### src/rtl/ucie_ctl_pkg.sv
// Shared definitions for the UCIe TX flow controller: FSM state encoding,
// the Active link-state code and the overflow counter increment.
package ucie_ctl_pkg;

   typedef enum logic [1:0] {
      ST_RESET    = 2'b00,
      ST_ACTIVE   = 2'b10,
      ST_OVERFLOW = 2'b11
   } tx_state_e;

   localparam logic [3:0] UCIE_STS_ACTIVE = 4'b0001;

   function automatic logic [7:0] sat_inc8(input logic [7:0] v);
      return (v == 8'hFF) ? v : v + 8'd1;
   endfunction

endpackage

### src/rtl/ucie_ctl_sync_fifo.sv
// First-word-fall-through synchronous FIFO with a flush that empties it on the
// next edge; pointers carry one extra wrap bit to tell full from empty.
module ucie_ctl_sync_fifo #(
   parameter int DATA_W = 64,
   parameter int DEPTH  = 8,
   localparam int AW    = $clog2(DEPTH),
   localparam int PW    = AW + 1
) (
   input  logic              clk,
   input  logic              rst_n,
   input  logic              winc,
   input  logic              rinc,
   input  logic              flush,
   input  logic [DATA_W-1:0] wdata,
   output logic [DATA_W-1:0] rdata,
   output logic              full,
   output logic              empty,
   output logic [PW-1:0]     level
);

   logic [PW-1:0]     wptr_q, wptr_d;
   logic [PW-1:0]     rptr_q, rptr_d;
   logic [DATA_W-1:0] mem_q [DEPTH];
   logic              wr_en, rd_en;

   assign full  = (wptr_q[PW-1] != rptr_q[PW-1]) && (wptr_q[AW-1:0] == rptr_q[AW-1:0]);
   assign empty = (wptr_q == rptr_q);
   assign level = wptr_q - rptr_q;
   // Drive zeros rather than stale storage when nothing is queued.
   assign rdata = empty ? '0 : mem_q[rptr_q[AW-1:0]];

   assign wr_en = winc & ~full & ~flush;
   assign rd_en = rinc & ~empty & ~flush;

   always_comb begin
      wptr_d = wptr_q;
      rptr_d = rptr_q;
      if (flush) begin
         wptr_d = '0;
         rptr_d = '0;
      end else begin
         if (wr_en) wptr_d = wptr_q + PW'(1);
         if (rd_en) rptr_d = rptr_q + PW'(1);
      end
   end

   always_ff @(posedge clk) begin
      if (!rst_n) begin
         wptr_q <= '0;
         rptr_q <= '0;
      end else begin
         wptr_q <= wptr_d;
         rptr_q <= rptr_d;
      end
   end

   always_ff @(posedge clk) begin
      if (wr_en) mem_q[wptr_q[AW-1:0]] <= wdata;
   end

endmodule

### src/rtl/ucie_ctl_tx_flow_ctrl.sv
// TX flow controller between FDI and RDI: link-state FSM, handshakes,
// overflow detection/counting and almost-full warning around the FIFO.
module ucie_ctl_tx_flow_ctrl
   import ucie_ctl_pkg::*;
#(
   parameter int          DATA_W      = 64,
   parameter int          DEPTH       = 8,
   parameter int          AFULL_THR   = DEPTH - 2,
   parameter int          STICKY_OVF  = 1,
   parameter logic [3:0]  UCIE_ACTIVE = UCIE_STS_ACTIVE,
   localparam int         LW          = $clog2(DEPTH) + 1
) (
   input  logic              clk,
   input  logic              rst_n,
   input  logic [3:0]        i_fdi_pl_state_sts,
   input  logic [DATA_W-1:0] i_fdi_lp_data,
   input  logic              i_fdi_lp_valid,
   input  logic              i_fdi_lp_irdy,
   output logic              o_fdi_pl_trdy,
   output logic [DATA_W-1:0] o_rdi_lp_data,
   output logic              o_rdi_lp_valid,
   output logic              o_rdi_lp_irdy,
   input  logic              i_rdi_pl_trdy,
   input  logic              i_ovf_clr,
   output logic              o_tx_overf_err,
   output logic [7:0]        o_ovf_cnt,
   output logic [LW-1:0]     o_fifo_level,
   output logic              o_afull
);

   tx_state_e         state_q, state_d;
   logic [7:0]        cnt_q, cnt_d;
   logic              afull_q, afull_d;
   logic              sts_active, beat, wr, rd, drop, flush;
   logic              full, empty;
   logic [LW-1:0]     level, level_nxt;

   assign sts_active = (i_fdi_pl_state_sts == UCIE_ACTIVE);
   assign beat       = i_fdi_lp_valid & i_fdi_lp_irdy;
   assign flush      = ~sts_active | (state_q == ST_RESET);

   // trdy depends only on FIFO fullness, never on the RDI side.
   always_comb begin
      o_fdi_pl_trdy  = 1'b0;
      o_rdi_lp_valid = 1'b0;
      o_tx_overf_err = 1'b0;
      case (state_q)
         ST_ACTIVE: begin
            o_fdi_pl_trdy  = ~full;
            o_rdi_lp_valid = ~empty;
            o_tx_overf_err = beat & full;
         end
         ST_OVERFLOW: begin
            o_rdi_lp_valid = ~empty;
            o_tx_overf_err = 1'b1;
         end
         default: ;
      endcase
   end

   assign o_rdi_lp_irdy = o_rdi_lp_valid;
   assign wr            = beat & o_fdi_pl_trdy;
   assign rd            = o_rdi_lp_valid & i_rdi_pl_trdy;
   assign drop          = beat & ~o_fdi_pl_trdy & (state_q != ST_RESET);
   assign level_nxt     = flush ? '0 : level + LW'(wr) - LW'(rd);

   always_comb begin
      state_d = state_q;
      if (!sts_active) begin
         state_d = ST_RESET;
      end else begin
         case (state_q)
            ST_RESET:    state_d = ST_ACTIVE;
            ST_ACTIVE:   if (drop) state_d = ST_OVERFLOW;
            ST_OVERFLOW: if ((STICKY_OVF == 0) && i_ovf_clr && empty) state_d = ST_ACTIVE;
            default:     state_d = ST_RESET;
         endcase
      end
   end

   always_comb begin
      cnt_d = cnt_q;
      if (i_ovf_clr || !sts_active) cnt_d = '0;
      else if (drop)                cnt_d = sat_inc8(cnt_q);
      afull_d = ~flush & (int'(level_nxt) >= AFULL_THR);
   end

   always_ff @(posedge clk) begin
      if (!rst_n) begin
         state_q <= ST_RESET;
         cnt_q   <= '0;
         afull_q <= 1'b0;
      end else begin
         state_q <= state_d;
         cnt_q   <= cnt_d;
         afull_q <= afull_d;
      end
   end

   assign o_ovf_cnt    = cnt_q;
   assign o_afull      = afull_q;
   assign o_fifo_level = level;

   ucie_ctl_sync_fifo #(
      .DATA_W (DATA_W),
      .DEPTH  (DEPTH)
   ) u_fifo (
      .clk    (clk),
      .rst_n  (rst_n),
      .winc   (wr),
      .rinc   (rd),
      .flush  (flush),
      .wdata  (i_fdi_lp_data),
      .rdata  (o_rdi_lp_data),
      .full   (full),
      .empty  (empty),
      .level  (level)
   );

endmodule

### config.mk
export PLATFORM = sky130hd
export DESIGN_NAME = ucie_ctl_tx_flow_ctrl
export DESIGN_NICKNAME = d
export VERILOG_FILES = /design/src/rtl/ucie_ctl_pkg.sv /design/src/rtl/ucie_ctl_sync_fifo.sv /design/src/rtl/ucie_ctl_tx_flow_ctrl.sv
export SDC_FILE = /design/constraint.sdc
export NUM_CORES = 1
export LEC_CHECK = 0
export BUFFER_PORTS_ARGS = -buffer_cell sky130_fd_sc_hd__buf_2
export CORE_MARGIN = 4
export CORE_UTILIZATION = 39
export DETAILED_ROUTE_END_ITERATION = 8
export GPL_TIMING_DRIVEN = 0
export PLACE_DENSITY_LB_ADDON = 0.1
export RECOVER_POWER = 50
export SKIP_CTS_REPAIR_TIMING = 1
export SYNTH_ARGS = -nofsm -noshare
export SYNTH_HDL_FRONTEND = slang
export SYNTH_SLANG_ARGS = --single-unit
### constraint.sdc
create_clock -name clk -period 14.65 [get_ports clk]
set_input_delay 2.93 -clock clk [delete_from_list [all_inputs] [get_ports clk]]
set_output_delay 2.93 -clock clk [all_outputs]
set_load 0.01 [all_outputs]
==> results.py <==
metrics = {
    "status": {
        "status": "complete, but fails checks",
        "violations": "max-capacitance violations, max-slew violations",
    },
    "logic_synthesis": {
        "ys.flop_type": "edfxtp_1",
        "yosysSeqAreaShare_pct": 76.3,
        "synth_area_mm2": 0.0207,
        "synthCells": 978,
        "ys_seq_elements": 534,
        "yosysTopAreaCellShare_pct": 74.2,
        "synth_nets": 1064,
        "ys_async_sr_fraction_pct": 0,
        "syn_area_per_cell_um2": 21.2,
        "synth_edf_count": 512,
        "yosys.area.top_type": "edfxtp_1",
        "yosysUniqueCellTypes": 52,
        "ys_warn_count": 0,
        "synthTopCellsByArea": "edfxtp_1 (74%), mux4_2 (14%), mux2i_1 (3.1%)",
    },
    "worst_setup_path": {
        "arrival_ns": 3.83,
        "r2r.worst_path.cells": 8,
        "crit_type": "flip-flop to output pin",
        "required_ns": 11.72,
        "crit_path_max_fanout": 10,
        "worstSetupEndpointType": "output pin",
        "startpoint_type": "flip-flop",
    },
    "floorplan": {
        "num_rows": 84,
        "boundaryPins": 155,
        "die_w_um": 239,
        "fp.dieArea_mm2": 0.0569,
        "core_area_mm2": 0.0526,
        "die_y_um": 239,
        "initial_utilization_pct": 39.4,
    },
    "clocking": {
        "path_clk_slew_ns": 0.06,
        "root_buffer": "clkbuf_16",
        "h-tree-depth": 2,
        "numCtsBuffers": 56,
        "cts_tree": "done",
        "clk_path_buf_depth": 3,
        "cts_num_sinks": 534,
        "clk_latency_ns": 0.61,
    },
    "timing": {
        "clock-skew-final_ns": 0.0295,
        "slew_violations": 9,
        "setup_viol": 0,
        "maxSlewHeadroom_pct": -19.5,
        "final.min_clock_period_ns": 6.76,
        "max_freq_mhz": 148,
        "worstMarginPinSlew_ns": 1.79,
        "rsz0062_at_grt": "false",
        "timing.final.crit_share_pct": 46.1,
        "hold_viol_final": 0,
    },
    "placed_design": {
        "dp_cells": 1855,
        "place.gp.congestion": 0.705,
        "port_buffers": 154,
        "dp_hpwl_mm": 30.2,
    },
    "final_layout": {
        "final_common_cell": "edfxtp_1",
        "final_cell_mix": "edfxtp_1 (512), mux4_2 (128), clkbuf_1 (117)",
        "fin_nets": 1311,
        "fin_cells": 1957,
        "syn_to_final_growth_pct": 18.3,
        "seq_area_mm2": 0.0158,
        "final_core_util_pct": 46.6,
        "filler_cell_count": 4530,
        "multi_input_area_mm2": 0.00467,
        "drive_above_1_share_pct": 26.9,
    },
    "drt": {
        "postRouteAntennaNets": 0,
        "first_iter_violations": 721,
        "vias": 10194,
        "remaining_drc_errors": 0,
        "wl_mm": 47.1,
        "viasPerCell": 5.21,
        "drt-pass1-iter-count": 5,
        "wire_per_inst_um": 24.1,
    },
    "pwr": {
        "p_per_area_mw_per_mm2": 122,
        "ir_drop_mv": 0.0862,
        "power_leakage_nw": 7.59,
    },
    "global_routing": {
        "gr-total-overflow": 0,
        "grt_usage_pct": 16.6,
        "grt_pass1_wl_mm": 70.2,
        "antenna_found_initial": 5,
        "grt_max_degree": 25,
        "grt_pass1_vias": 10689,
    },
    "hold_path": {
        "hp-class": "flip-flop to flip-flop",
        "whs_path_depth": 2,
    },
    "job": {
        "maxCapViolations": 1,
    },
}
cell usage after synthesis, types with 2 or more instances:
cell type  count
a2111oi_0      3
a211oi_1       4
a21oi_1       17
a31o_2         2
and3_1         2
buf_1          8
buf_2         13
clkbuf_1      24
dfxtp_1       22
edfxtp_1     512
fa_1           2
ha_1          10
inv_1         15
mux2i_1       64
mux4_2       128
nand2_1        7
nand2b_1       5
nand3_1        7
nand4_1        2
nor2_1        79
nor3_1         4
o2111ai_1      2
o211ai_1       2
o21ai_0        7
o31ai_1        3
or3_2          2
or4_1          3
xnor2_1        5
routing by layer:
| metal | global-route usage, % | share of wire (%) |
|---|---|---|
| met4 | 4.36 | 1.9 |
| met3 | 2.98 | 4.3 |
| met5 | 0 | 0.10 |
| met2 | 26.3 | 48 |
| met1 | 24.2 | 46 |
cells by family after synthesis:
| kind of cell | count (synthesis) | synth area share, % |
|---|---|---|
| simple gates | 121 | 2.71 |
| flops | 534 | 76.3 |
| compound gates | 49 | 1.59 |
| fa+ha+maj | 12 | 0.797 |
| buf+inv | 63 | 1.28 |
| xor+xnor | 7 | 0.332 |
| mux | 192 | 17.0 |
layout make-up:
class                   count  area share [%]
clock inverters            25           0.597
flip-flops and latches    534            64.5
plain buffers              48           0.852
clock buffers              75            6.14
diodes                      2          0.0204
repair buffers            189            5.08
well taps                 688            3.51
multi-input cells         381            19.1
inverters                  15           0.230
worst max-delay path, cell delays in order, from the launching register on:
cell	delay [ns]
dfxtp_1	0.37
inv_1	0.07
ha_1	0.36
nand3_1	0.19
nor2_1	0.46
clkbuf_1	0.68
clkbuf_1	0.64
nor2_1	0.22
buf_2	0.20
stage by stage:
stage          setup WS [ns]  cell area, µm²  power [W]  hold slack (ns)  TNS (ns)
2_1_floorplan           5.73           20700    0.00171            0.481         0
3_3_place_gp         -0.0905           22400    0.00173            0.493     -4.79
3_5_place_dp            8.05           23000    0.00173            0.507         0
4_1_cts                 7.75           24600    0.00303            0.519         0
5_1_grt                 7.63           24500    0.00310            0.543         0
6_report                7.89           24500    0.00298            0.519         0
power breakdown:
group / internal (W) / total [W] / switching (W)
Sequential: 0.00167 / 0.00167 / 0.0000000218
Combinational: 0.00000508 / 0.0000251 / 0.0000200
Clock: 0.000719 / 0.00129 / 0.000570
Total: 0.00240 / 0.00298 / 0.000590
registers in the layout (all words and copies together) (netlist names), named ones only:
name,flops
state_q,2
o_ovf_cnt,8
u_fifo.mem_q,512
o_afull,1
u_fifo.wptr_q,4
u_fifo.rptr_q,4
worst paths after layout:
path | start | endpoint | slack (ns)
setup reg to reg | u_fifo.wptr_q[1] | u_fifo.mem_q[4][25] | 10.54
hold reg to reg | o_ovf_cnt[6] | o_ovf_cnt[6] | 0.52
hold / removal | o_ovf_cnt[6] | o_ovf_cnt[6] | 0.52
setup / recovery | u_fifo.rptr_q[2] | o_rdi_lp_data[45] | 7.89
Note: power is estimated with default switching activity, not from simulation.
